File: src/rtl/udp_rx_word_sink.sv
// Drains the gbe_udp byte-wide receive FIFO, filters frames by source port and packs bytes MSB-first
// into 32-bit words on a valid/ready stream. Define UDP_RX_SINK_STATS_EN to build the frame counters.
module udp_rx_word_sink #(
   parameter logic [15:0] ACCEPT_PORT = 16'hC350,
   parameter bit          PORT_FILTER = 1'b1,
   parameter int unsigned MAX_WORDS   = 256
) (
   input  logic        app_clk,
   input  logic        app_rst_n,
   input  logic [7:0]  app_rx_data,
   input  logic        app_rx_dvld,
   input  logic        app_rx_eof,
   input  logic [31:0] app_rx_srcip,
   input  logic [15:0] app_rx_srcport,
   input  logic        app_rx_badframe,
   input  logic        app_rx_overrun,
   output logic        app_rx_ack,
   output logic [31:0] out_data,
   output logic [2:0]  out_nbytes,
   output logic        out_sof,
   output logic        out_eof,
   output logic        out_err,
   output logic [31:0] out_srcip,
   output logic        out_valid,
   input  logic        out_ready,
   output logic [31:0] frames_ok,
   output logic [31:0] frames_drop
);

   localparam int unsigned CNT_W = $clog2(MAX_WORDS + 1);

   typedef enum logic [1:0] {IDLE = 2'd0, ACCEPT = 2'd1, DROP = 2'd2} state_t;

   state_t            state, state_d;
   logic [1:0]        idx, idx_d;
   logic [CNT_W-1:0]  word_cnt, word_cnt_d;
   logic              truncated, truncated_d;
   logic              overrun_seen, overrun_seen_d;
   logic [23:0]       asm_q, asm_d;
   logic [31:0]       srcip_q, srcip_d;
   logic [31:0]       out_data_d, out_srcip_d;
   logic [2:0]        out_nbytes_d;
   logic              out_sof_d, out_eof_d, out_err_d, out_valid_d;
   logic              out_free, at_limit, completes;
   logic [31:0]       word_c;

   // Pop decision: a word-completing byte waits until the output register can take it.
   always_comb begin
      out_free   = !out_valid || out_ready;
      at_limit   = (word_cnt == CNT_W'(MAX_WORDS));
      completes  = app_rx_eof || ((idx == 2'd3) && !at_limit);
      app_rx_ack = 1'b0;
      if (app_rx_dvld) begin
         case (state)
            DROP:    app_rx_ack = 1'b1;
            ACCEPT:  app_rx_ack = !completes || out_free;
            default: app_rx_ack = 1'b0;
         endcase
      end
   end

   // Assembled word including the byte at the FIFO head; untouched low bytes are already zero.
   always_comb begin
      case (idx)
         2'd0:    word_c = {app_rx_data, 24'h000000};
         2'd1:    word_c = {asm_q[23:16], app_rx_data, 16'h0000};
         2'd2:    word_c = {asm_q[23:8], app_rx_data, 8'h00};
         default: word_c = {asm_q, app_rx_data};
      endcase
   end

   always_comb begin
      state_d        = state;
      idx_d          = idx;
      word_cnt_d     = word_cnt;
      truncated_d    = truncated;
      overrun_seen_d = overrun_seen | app_rx_overrun;
      asm_d          = asm_q;
      srcip_d        = srcip_q;
      out_data_d     = out_data;
      out_nbytes_d   = out_nbytes;
      out_sof_d      = out_sof;
      out_eof_d      = out_eof;
      out_err_d      = out_err;
      out_srcip_d    = out_srcip;
      out_valid_d    = out_valid && !out_ready;
      case (state)
         IDLE: begin
            idx_d       = 2'd0;
            word_cnt_d  = '0;
            truncated_d = 1'b0;
            asm_d       = '0;
            if (app_rx_dvld) begin
               if (!PORT_FILTER || (app_rx_srcport == ACCEPT_PORT)) begin
                  state_d = ACCEPT;
                  srcip_d = app_rx_srcip;
               end else begin
                  state_d = DROP;
               end
            end
         end
         ACCEPT: begin
            if (app_rx_ack) begin
               if (at_limit && !app_rx_eof) begin
                  truncated_d = 1'b1;
               end else if (completes) begin
                  // An eof byte arriving at the word limit still yields a 1-byte word, flagged bad.
                  out_data_d   = word_c;
                  out_nbytes_d = 3'(idx) + 3'd1;
                  out_sof_d    = (word_cnt == '0);
                  out_eof_d    = app_rx_eof;
                  out_err_d    = app_rx_eof && (app_rx_badframe || truncated || at_limit ||
                                                overrun_seen || app_rx_overrun);
                  out_srcip_d  = srcip_q;
                  out_valid_d  = 1'b1;
                  idx_d        = 2'd0;
                  asm_d        = '0;
                  if (!at_limit) word_cnt_d = word_cnt + CNT_W'(1);
                  if (app_rx_eof) begin
                     state_d        = IDLE;
                     overrun_seen_d = 1'b0;
                  end
               end else begin
                  case (idx)
                     2'd0:    asm_d[23:16] = app_rx_data;
                     2'd1:    asm_d[15:8]  = app_rx_data;
                     default: asm_d[7:0]   = app_rx_data;
                  endcase
                  idx_d = idx + 2'd1;
               end
            end
         end
         DROP: begin
            if (app_rx_ack && app_rx_eof) begin
               state_d        = IDLE;
               overrun_seen_d = 1'b0;
            end
         end
         default: state_d = IDLE;
      endcase
   end

   always_ff @(posedge app_clk or negedge app_rst_n) begin
      if (!app_rst_n) state <= IDLE;
      else            state <= state_d;
   end

   always_ff @(posedge app_clk or negedge app_rst_n) begin
      if (!app_rst_n) begin
         idx          <= 2'd0;
         word_cnt     <= '0;
         truncated    <= 1'b0;
         overrun_seen <= 1'b0;
         asm_q        <= '0;
         srcip_q      <= '0;
         out_data     <= '0;
         out_nbytes   <= '0;
         out_sof      <= 1'b0;
         out_eof      <= 1'b0;
         out_err      <= 1'b0;
         out_srcip    <= '0;
         out_valid    <= 1'b0;
      end else begin
         idx          <= idx_d;
         word_cnt     <= word_cnt_d;
         truncated    <= truncated_d;
         overrun_seen <= overrun_seen_d;
         asm_q        <= asm_d;
         srcip_q      <= srcip_d;
         out_data     <= out_data_d;
         out_nbytes   <= out_nbytes_d;
         out_sof      <= out_sof_d;
         out_eof      <= out_eof_d;
         out_err      <= out_err_d;
         out_srcip    <= out_srcip_d;
         out_valid    <= out_valid_d;
      end
   end

`ifdef UDP_RX_SINK_STATS_EN
   logic ok_done, drop_done;

   assign ok_done   = out_valid && out_ready && out_eof && !out_err;
   assign drop_done = (state == DROP) && app_rx_ack && app_rx_eof;

   // Saturating frame counters.
   always_ff @(posedge app_clk or negedge app_rst_n) begin
      if (!app_rst_n) begin
         frames_ok   <= '0;
         frames_drop <= '0;
      end else begin
         if (ok_done && (frames_ok != 32'hFFFF_FFFF))     frames_ok   <= frames_ok + 32'd1;
         if (drop_done && (frames_drop != 32'hFFFF_FFFF)) frames_drop <= frames_drop + 32'd1;
      end
   end
`else
   assign frames_ok   = '0;
   assign frames_drop = '0;
`endif

endmodule

File: config.mk
export PLATFORM = sky130hd
export DESIGN_NAME = udp_rx_word_sink
export DESIGN_NICKNAME = d
export VERILOG_FILES = /design/src/rtl/udp_rx_word_sink.sv
export SDC_FILE = /design/constraint.sdc
export NUM_CORES = 1
export LEC_CHECK = 0
export CAP_MARGIN = 20
export CELL_PAD_IN_SITES_DETAIL_PLACEMENT = 1
export CELL_PAD_IN_SITES_GLOBAL_PLACEMENT = 2
export CORE_MARGIN = 5
export CORE_UTILIZATION = 42
export CTS_BUF_LIST = sky130_fd_sc_hd__clkbuf_8
export DETAILED_ROUTE_END_ITERATION = 16
export DONT_BUFFER_PORTS = 1
export PLACE_DENSITY = 0.85
export RECOVER_POWER = 25
export SLEW_MARGIN = 20
export SYNTH_ARGS = -nofsm -noshare
export SYNTH_HDL_FRONTEND = slang
export SYNTH_SLANG_ARGS = --single-unit
export TNS_END_PERCENT = 20
File: constraint.sdc
create_clock -name app_clk -period 2.32 [get_ports app_clk]
set_input_delay 0.232 -clock app_clk [delete_from_list [all_inputs] [get_ports app_clk]]
set_output_delay 0.232 -clock app_clk [all_outputs]
set_load 0.005 [all_outputs]
==> results.md, run 1 <==
- Comb power frac: ~9.0%
- Final Critical Period: ~2200 ps
- Power share of the sequential group: 50.9%
- DIE AREA: roughly 18,000 sq um
- Pin count of the biggest net entering global routing: approximately 140
- # rows: 45
- Critical path class: flop to primary output
- Drt total wl: approximately 16,000 um
- Most frequent cells in the layout: dfrtp_1, mux2_2, conb_1, nand2_1, dlygate4sd3_1
- CP Launch Type: flop
- Failing checks: hold timing
- FF+latch count, synth: roughly 140
- Worst flop-to-flop path endpoint: asm_q[0]$_DFFE_PN0P_
- Initial antenna violation count: 2
- Core area: 15,100 sq um
- Crit path DAT: 2010 ps
- Die Wd: around 130 um
- Max-slew violation count: 0
- Layout Skew: around 11 ps
- Worst r2r path cells: 8
- Most used DFF post-synth: dfrtp_1
- CTS tree: built
- Synth area leader: dfrtp_1
- Total number of vias: between 4,000 and 5,000
- Internal power: ~3600 uW
- Worst setup startpoint: word_cnt[0]$_DFFE_PN0P_
- Share of cells above drive strength 1: 22.9%
- First-pass GRT wire length: around 26,000 um
- Static Leak: 0.00366 uW
- DR pass1 iterations: 4
- Filler cells: about 1,600
- Pre-CTS WS: approximately 32 ps
- Max Cap Viol: 0
- Residual DRC: 0
- Die Y: ~130 um
- Detailed placer's ending HPWL: 10,900 um
- Starting density of the core: between 40% and 50%
- DR iter-0 viols: between 200 and 250
- Setup violators final: 0
- CP Max Fanout: 6
- Worst setup path end: app_rx_ack
- Final core area utilization: 48.9%
- Multi-input logic area: roughly 2600 sq um
- Area contributors post-synth: dfrtp_1, mux2_2, buf_4, a22o_1, a22oi_1
- Port-buffer cells: 0
- Slew Limit Headroom: a little under three fifths
- Sw frac: between 20% and 30%
- H-tree levels: 4
- Clock sinks: approximately 140
- Clock Power Share: 40.0%
- Overflow after GRT: 0
- Final worst slack: 82.9 ps
- RePlAce Congestion: approximately 0.84
- EDFF count, synth: 0
- F_max: approximately 450 MHz
- Buffer depth of the longest clock path: 2
- VDD IR max: 0.442 mV
- Worst-Skew Late Latency: around 440 ps
- Final #Nets: roughly 660
- Setup_tns: 0 ps
- Final hold slack: -521 ps
- Sequential area share after synthesis: between 50% and 60%
- Clock transition at path regs: around 80 ps
- GRT Resource Usage Total: ~18%
- Critical-path cell list: inv_1 > ha_1 > nor4bb_4 > a21oi_2 > o21ai_2 > o2111a_1
- NetSw: between 1000 and 1500 uW
- Post-Synthesis Cell Area: approximately 6500 sq um
- Final worst path period share: between 90% and 100%
- CP max-delay cell: dfrtp_1
- FF/Latch Area: 3550 sq um
- Synth Warn #: 0
- R2R setup slack: approximately 160 ps
- CTS buffer count: 17
- Top-area cell type share of the netlist area: a little under three fifths
- Post-route ant nets: 0
- R2R Path Start: state[0]$_DFFE_PN0P_
- Leading cell type in the layout, fill and taps excluded: dfrtp_1
- Via density: between 5 and 6
- Status: complete, but fails checks
- Worst-Margin Slew: 669 ps
- DR WL/cell: ~20 um
- Ports: 199
- Worst hold-check path type: primary input to asynchronous set/reset pin
- Post-synthesis async set-or-reset flop share: 100%
- Worst Path Required: between 2000 and 2500 ps
- Cells after Synth: ~530
- Final hold violation count: 142
- Syn avg cell area: between 10 and 15 sq um
- Vias in the first global route: around 4,700
- Area growth syn-to-layout: 14.8%
- Clk root buf: clkbuf_8
- Setup crit end kind: primary output
- Synth unique cells: 52
- Largest stage delay, worst path: 430 ps
- Power Density: 663 nW/um^2
## per-stage QoR
stage               total power (uW)  area (sq um)  instances  hold slack, ps
floorplan                       2880          6690        590           -63.6
global placement                2880          6490        708           -59.8
detailed placement              2900          6490        708           -59.9
CTS                             4940          7350        784            -550
global route                    5130          7410        788            -556
finish                          4910          7410        788            -521
## power by group through the flow
stage / Clock [uW] / Combinational, uW / Sequential [uW]
after floorplan: 0 / 335 / 2550
after global placement: 0 / 331 / 2550
after detailed placement: 0 / 348 / 2550
after CTS: 2000 / 430 / 2500
after global routing: 2130 / 488 / 2500
final: 1960 / 444 / 2500
## Yosys cell counts, types with 4 or more instances
cell and count:
a21oi_1 4, nand2_1 45, a22o_1 33, clkbuf_1 5, dfrtp_1 142, o21ai_0 21
mux2_2 65, nand3_1 8, and3_1 5, nand4_1 4, nor2_1 16, buf_1 5
buf_4 69, a22oi_1 24, ha_1 9, buf_2 8, inv_1 9
## worst max-delay path: cells and delay by family, from the launching register on
| kind | cells | cell delay (ps) |
|---|---|---|
| AO/OA/AOI/OAI | 3 | 630 |
| flip-flops | 1 | 430 |
| AND/OR/NAND/NOR | 1 | 250 |
| adder cells (fa/ha/maj) | 1 | 170 |
| buffers and inverters | 1 | 80 |
## logic make-up (layout without fill, tap and decap cells)
| kind of cell | count (synthesis) | count (layout) | share of synthesized area [%] |
|---|---|---|---|
| flip-flops | 142 | 142 | 55.1 |
| AO/OA/AOI/OAI | 99 | 99 | 11.9 |
| buffers and inverters | 97 | 105 | 9.93 |
| XOR/XNOR | 5 | 5 | 0.679 |
| multiplexers | 68 | 68 | 11.8 |
| other | 1 | 66 | 0.0581 |
| AND/OR/NAND/NOR | 106 | 106 | 8.78 |
| adder cells (fa/ha/maj) | 9 | 9 | 1.74 |
## what timing repair did
| action | 4_1_cts | 5_1_grt |
|---|---|---|
| hold endpoints to repair | 230 | 147 |
| pin swaps | 0 | 1 |
| hold buffers | 44 | 1 |
| resized for setup | 4 | 6 |
| setup buffers | 0 | 1 |
| endpoints found under the setup margin | 8 | 29 |
## flip-flops by register name, summed over array words and instances, names as in the netlist
name          flops
out_valid         1
out_srcip        32
srcip_q          32
out_sof           1
out_eof           1
truncated         1
out_nbytes        3
out_data         32
word_cnt          9
state             2
asm_q            24
idx               2
out_err           1
overrun_seen      1
## cell type report
type                       instances  share of cell area (%)
sequential                       142                    48.0
multi-input combinational        351                    34.7
timing repair buffer              64                    8.35
clock buffer                      18                    3.35
tap                              188                    3.18
clock inverter                    14                    1.94
inverter                           9                   0.456
antenna                            2                  0.0676
## per-layer routing
| layer | wire length, um | GRT usage [%] |
|---|---|---|
| met1 | 6520 | 22.2 |
| met2 | 8420 | 31.8 |
| met3 | 1000 | 5.33 |
| met4 | 246 | 6.11 |
| met5 | 0 | 0 |
## how the worst min path moves through the flow
| stage | slack, ps | cells after the start | endpoint | startpoint |
|---|---|---|---|---|
| 2_1_floorplan | -60 | 0 | asm_q[0]$_DFFE_PN0P_ | app_rst_n |
| 3_3_place_gp | -60 | 0 | out_data[25]$_DFFE_PN0P_ | app_rst_n |
| 3_5_place_dp | -60 | 0 | out_data[27]$_DFFE_PN0P_ | app_rst_n |
| 4_1_cts | -550 | 0 | word_cnt[3]$_DFFE_PN0P_ | app_rst_n |
| 5_1_grt | -560 | 0 | out_data[21]$_DFFE_PN0P_ | app_rst_n |
| 6_report | -520 | 0 | out_data[27]$_DFFE_PN0P_ | app_rst_n |
Note: power is estimated with default switching activity, not from simulation.
==> run 2: changes to the inputs <==
Settings changed: CORE_UTILIZATION 42 to 38, PLACE_DENSITY 0.85 to 0.81, REMOVE_ABC_BUFFERS from default to 1.
Clock period 2.32 ns to 2.05 ns, I/O delays scaled along.
==> run 2 against run 1 <==
The run ends with hold timing, setup timing left. Register-to-register slack worse by 170 ps. Sequential share of layout area shrank 2.5 points. Critical path depth up 1. Cell count is 6.7% higher. Die area increased by 9.7%. Non-clock buffer count increased by 24. Sequential power increased by 13%. Via count rose by 2.8%. Combinational power grew 40%.
==> results.md, run 2 (synthesis gave the netlist of run 1 again) <==
- CTS buffer count: 17
- CP Max Fanout: 3
- Final #Nets: 681
- Critical path class: flop to primary output
- Final hold violation count: 142
- DR pass1 iterations: 4
- Ports: slightly below 200
- Final core area utilization: 46.9%
- Worst hold-check path type: primary input to asynchronous set/reset pin
- Post-layout instance area: 7810 sq um
- RePlAce Congestion: 0.768
- Initial antenna violation count: 0
- DIE AREA: between 15,000 and 20,000 sq um
- CP max-delay cell: dfrtp_1
- Starting density of the core: about 39%
- Leading cell type in the layout, fill and taps excluded: dfrtp_1
- CP top delay family: compound AO/OA/AOI/OAI gates
- Sw frac: around a quarter
- Final worst slack: -37.2 ps
- Via density: 5.15
- NetSw: roughly 1500 uW
- VDD IR max: slightly above 0.4 mV
- Dpl cells: about 750
- Final worst path period share: 102%
- Detailed placer's ending HPWL: about 11,000 um
- Residual DRC: 0
- Largest stage delay, worst path: 400 ps
- F_max: roughly 480 MHz
- Crit path DAT: around 1900 ps
- Cell Area, Placed: approximately 6600 sq um
- Comb power frac: 10.9%
- DR WL/cell: roughly 20 um
- Pin count of the biggest net entering global routing: roughly 140
- Post-route insts no fill: around 840
- Final hold slack: -559 ps
- Power share of the sequential group: between 50% and 60%
- Share of cells above drive strength 1: between 20% and 30%
- N_diodes: 0
- CP Launch Type: flop
- Total number of vias: roughly 4,300
- Buffer depth of the longest clock path: 2
- Post-route ant nets: 0
- Top flop regs: out_data x32, out_srcip x32, srcip_q x32
- Overflow after GRT: 0
- Clock transition at path regs: roughly 80 ps
- Clk root buf: clkbuf_8
- First-pass GRT wire length: about 26,000 um
- Die Y: around 140 um
- Core area: 16,600 sq um
- Worst Path Required: ~1900 ps
- Die Wd: between 100 and 150 um
- H-tree levels: 4
- Filler cells: around 1,800
- Critical-path cell list: inv_2 > ha_4 > nor4bb_4 > buf_4 > a21oi_4 > o21ai_2 > o2111a_1
- CP Buf/Inv Count: 2
- CTS tree: built
- Setup crit end kind: primary output
- Layout Skew: ~13 ps
- Worst-Skew Late Latency: approximately 450 ps
- Max-slew violation count: 0
- Port-buffer cells: 0
- DR iter-0 viols: between 150 and 200
- Failing checks: hold timing, setup timing
- Static Leak: 0.00383 uW
- Power Density: 725 nW/um^2
- Final Critical Period: ~2100 ps
- Vias in the first global route: around 4,700
- RSZ-0062 raised after global routing: yes
- Most frequent cells in the layout: dfrtp_1, mux2_2, conb_1, nand2_1, dlygate4sd3_1
- Internal power: 4200 uW
- Clock sinks: between 100 and 150
- Area growth syn-to-layout: 21.0%
- Clock Power Share: 39.1%
- # rows: 47
- GRT Resource Usage Total: around 16%
- Status: complete, but fails checks
- Setup violators final: 3
- Max Cap Viol: 0
- Hold-fix buffers at CTS: between 40 and 50
- Drt total wl: between 15,000 and 20,000 um
-- run 2: final cells by class --
class | count | area, sq um | area share (%)
clock buffer | 18 | 248 | 3.17
clock inverter | 13 | 143 | 1.83
timing repair buffer | 88 | 890 | 11.4
tap | 220 | 275 | 3.53
inverter | 9 | 33.8 | 0.433
multi-input combinational | 351 | 2670 | 34.1
sequential | 142 | 3550 | 45.5
-- run 2: metal layers --
metal  track usage, %  part of all wire, %  vias up
met5                0                    0        -
met4             7.85                  2.5        0
met3             4.40                  5.9       29
met2             28.7                   54      152
met1             18.7                   38     2241
li1                 -                    -     1907
-- run 2: through the flow --
step	total power (uW)	TNS [ps]	setup slack (ps)
after floorplan	3170	-119760	-1520
after CTS	5650	-145	-91.2
after global routing	5910	-2390	-166
after global placement	3310	-1250	-55.4
final	5660	-51.0	-37.2
after detailed placement	3320	-11730	-214
-- run 2: final timing paths --
| path | startpoint | cells after the start | slack (ps) | end |
|---|---|---|---|---|
| max | word_cnt[1]$_DFFE_PN0P_ | 7 | -40 | app_rx_ack |
| min | app_rst_n | 0 | -560 | out_srcip[25]$_DFFE_PN0P_ |
| max reg2reg | word_cnt[4]$_DFFE_PN0P_ | 7 | -10 | out_data[3]$_DFFE_PN0P_ |
| min reg2reg | srcip_q[6]$_DFFE_PN0P_ | 1 | 510 | out_srcip[6]$_DFFE_PN0P_ |
| max in group asynchronous | app_rst_n | 0 | 2420 | out_data[20]$_DFFE_PN0P_ |
| min in group app_clk | app_rx_data[1] | 2 | 20 | out_data[17]$_DFFE_PN0P_ |
-- run 2: power by group through the flow --
stage | combinational [uW] | sequential [uW] | clock, uW
2_1_floorplan | 286 | 2880 | 0
3_3_place_gp | 425 | 2880 | 0
3_5_place_dp | 442 | 2880 | 0
4_1_cts | 545 | 2830 | 2270
5_1_grt | 676 | 2830 | 2400
6_report | 620 | 2830 | 2210
-- run 2: what timing repair did --
item                                    CTS  global route
pin swaps                                10            20
cloned                                    0             1
gates resized for setup                  14            26
setup buffers                             5            10
hold endpoints to repair                232           142
endpoints found under the setup margin   93            89
==> run 3: changes to the inputs <==
Settings changed: ABC_AREA from default to 1, CORE_UTILIZATION 38 to 34.
==> run 3 against run 2 <==
The flow finishes with violations (hold timing). Die area increased by 16%. Via count increased by 27%. Global-route usage rose by 0.27 points. Count of clock-buffer cells in the layout did not move. Utilization fell by 4.0 points.
==> results.md, run 3 <==
- Synth unique cells: 34
- Ports: 199
- Clock transition at path regs: 90 ps
- Hold-fix buffers at CTS: 76
- Dpl cells: 1,049
- Final Critical Period: about 2000 ps
- Post-route ant nets: 0
- Detailed placer's ending HPWL: 11,900 um
- CTS buffer count: 17
- CP max-delay cell: dfrtp_1
- Critical path class: flop to flop
- Final hold slack: -545 ps
- F_max: around 500 MHz
- Area contributors post-synth: dfrtp_1, nand2_1, buf_4, nand3_1, inv_1
- CP Buf/Inv Count: 6
- Total number of vias: roughly 5,500
- Setup violators final: 0
- EDFF count, synth: 0
- Most frequent cells after synthesis: nand2_1, dfrtp_1, nand3_1, buf_4, inv_1
- Top-area cell type share of the netlist area: 52.6%
- DR WL/cell: around 17 um
- Initial antenna violation count: 1
- Largest stage delay, worst path: approximately 400 ps
- Die Wd: 151 um
- CP top delay family: simple AND/OR/NAND/NOR gates
- Post-synthesis async set-or-reset flop share: between 90% and 100%
- RSZ-0062 raised after global routing: yes
- Via density: 4.70
- Worst-Skew Late Latency: ~460 ps
- Pin count of the biggest net entering global routing: 143
- Area growth syn-to-layout: 24.0%
- # rows: 51
- Worst hold-check path type: primary input to asynchronous set/reset pin
- Clk root buf: clkbuf_8
- Leading cell type in the layout, fill and taps excluded: nand2_1
- H-tree levels: 4
- Max Cap Viol: 0
- Drt total wl: slightly above 20,000 um
- VDD IR max: ~0.39 mV
- GRT Resource Usage Total: between 15 and 20%
- CP Max Fanout: 8
- Failing checks: hold timing
- Top flop regs: out_data x32, out_srcip x32, srcip_q x32
- Final #Nets: around 960
- Synth Warn #: 0
- Share of cells above drive strength 1: around an eighth
- Cell Area, Placed: ~6900 sq um
- FF+latch count, synth: between 100 and 150
- Power Density: a little over 700 nW/um^2
- Setup crit end kind: flop
- CTS tree: built
- First-pass GRT wire length: between 20,000 and 30,000 um
- Buffer depth of the longest clock path: 2
- Status: complete, but fails checks
- Overflow after GRT: 0
- Critical-path cell list: inv_2 > ha_1 > inv_1 > nor2_2 > nand3_2 > nand2_2 > nand3_4 > nand2_4 > buf_4 > nand4_4 > buf_12 > inv_6 > clkbuf_16 > nand2_1 > nand2_1
- Worst Path Required: 2440 ps
- Static Leak: 0.00424 uW
- Layout Skew: roughly 15 ps
- Post-Synthesis Cell Area: approximately 6800 sq um
- Final hold violation count: between 100 and 150
- Most used DFF post-synth: dfrtp_1
- Most frequent cells in the layout: nand2_1, dfrtp_1, dlygate4sd3_1, nand3_1, conb_1
- Post-layout instance area: about 8400 sq um
- RePlAce Congestion: about 0.76
- Count leader, synth: nand2_1
- Worst r2r path cells: 15
- Cells after Synth: 796
- DR iter-0 viols: around 280
- Starting density of the core: about 35%
- Core area: between 15,000 and 20,000 sq um
- Clock sinks: between 100 and 150
- DR pass1 iterations: 4
- Vias in the first global route: about 5,700
- Synth area leader: dfrtp_1
- Crit path DAT: ~2400 ps
- CP Launch Type: flop
- Final worst path period share: 97.8%
- Die Y: 151 um
- DIE AREA: 22,800 sq um
- Most frequent CP cell: nand2_1
- Sequential area share after synthesis: roughly 53%
- Cell depth of the worst setup path: 15
- Residual DRC: 0
- Max-slew violation count: 0
- Port-buffer cells: 0
- Syn avg cell area: around 8.5 sq um
- Post-route insts no fill: roughly 1,200
==> run 3: cell count changes after synthesis, moves of 7 or more <==
cell / delta
nand2_1: +256
mux2_2: -65
nand3_1: +65
a22o_1: -33
inv_1: +26
nor2_1: +16
o21ai_1: +16
clkbuf_1: +11
a22oi_1: -10
o21ai_2: +7
==> run 3: cell families after synthesis <==
kind of cell | count (synthesis) | share of synthesized area [%]
AOI/OAI and AO/OA | 75 | 6.69
adders and majority gates | 9 | 1.67
and+or+nand+nor | 428 | 26.5
DFF | 142 | 52.6
xor gates and xnor gates | 4 | 0.519
other | 1 | 0.0555
buffers and inverters | 137 | 12.0
==> run 3: worst paths after layout <==
kind,start,end,slack (ps)
min,app_rst_n,out_srcip[4]$_DFFE_PN0P_,-540
min reg2reg,srcip_q[24]$_DFFE_PN0P_,out_srcip[24]$_DFFE_PN0P_,470
max in group asynchronous,app_rst_n,out_srcip[27]$_DFFE_PN0P_,2380
max,word_cnt[0]$_DFFE_PN0P_,out_srcip[31]$_DFFE_PN0P_,50
min in group app_clk,app_rx_data[6],out_data[30]$_DFFE_PN0P_,20
max reg2reg,word_cnt[0]$_DFFE_PN0P_,out_srcip[31]$_DFFE_PN0P_,50
==> run 3: layer usage <==
metal	wire length [um]	up-vias	GRT usage [%]	part of all wire, %
met5	0	-	0	0
met4	427	0	5.62	2.1
li1	-	2605	-	-
met2	10100	165	28.3	50
met1	8380	2706	20.8	41
met3	1410	27	4.49	6.9
==> run 3: report_power, final <==
part           switching [uW]  total (uW)  internal, uW
Combinational             511         848           337
Clock                    1160        2270          1110
Sequential               11.9        2830          2820
Total                    1680        5950          4270
==> run 3: timing repair <==
item | in CTS | in global routing
cloned | 0 | 8
gates resized for setup | 1 | 38
hold endpoints to repair | 200 | 142
endpoints found under the setup margin | 1 | 126
pin swaps | 3 | 1
setup buffers | 4 | 1
==> run 3: area by class of cell <==
class | count | area, sq um
clock inverter | 14 | 145
sequential | 142 | 3550
clock buffer | 18 | 248
multi-input combinational | 580 | 2700
inverter | 40 | 155
antenna | 1 | 2.50
fill | 2346 | 11100
timing repair buffer | 111 | 1240
tap | 265 | 332
==> run 3: through the flow <==
stage	TNS (ps)	utilization [%]	power, uW	setup WS [ps]
final	0	42.9	5950	45.1
after global routing	-3340	42.9	6220	-75.6
after CTS	0	41.4	5900	12.2
after detailed placement	0	35.4	3500	29.2
after global placement	0	35.4	3470	154
after floorplan	-52950	-	3270	-769
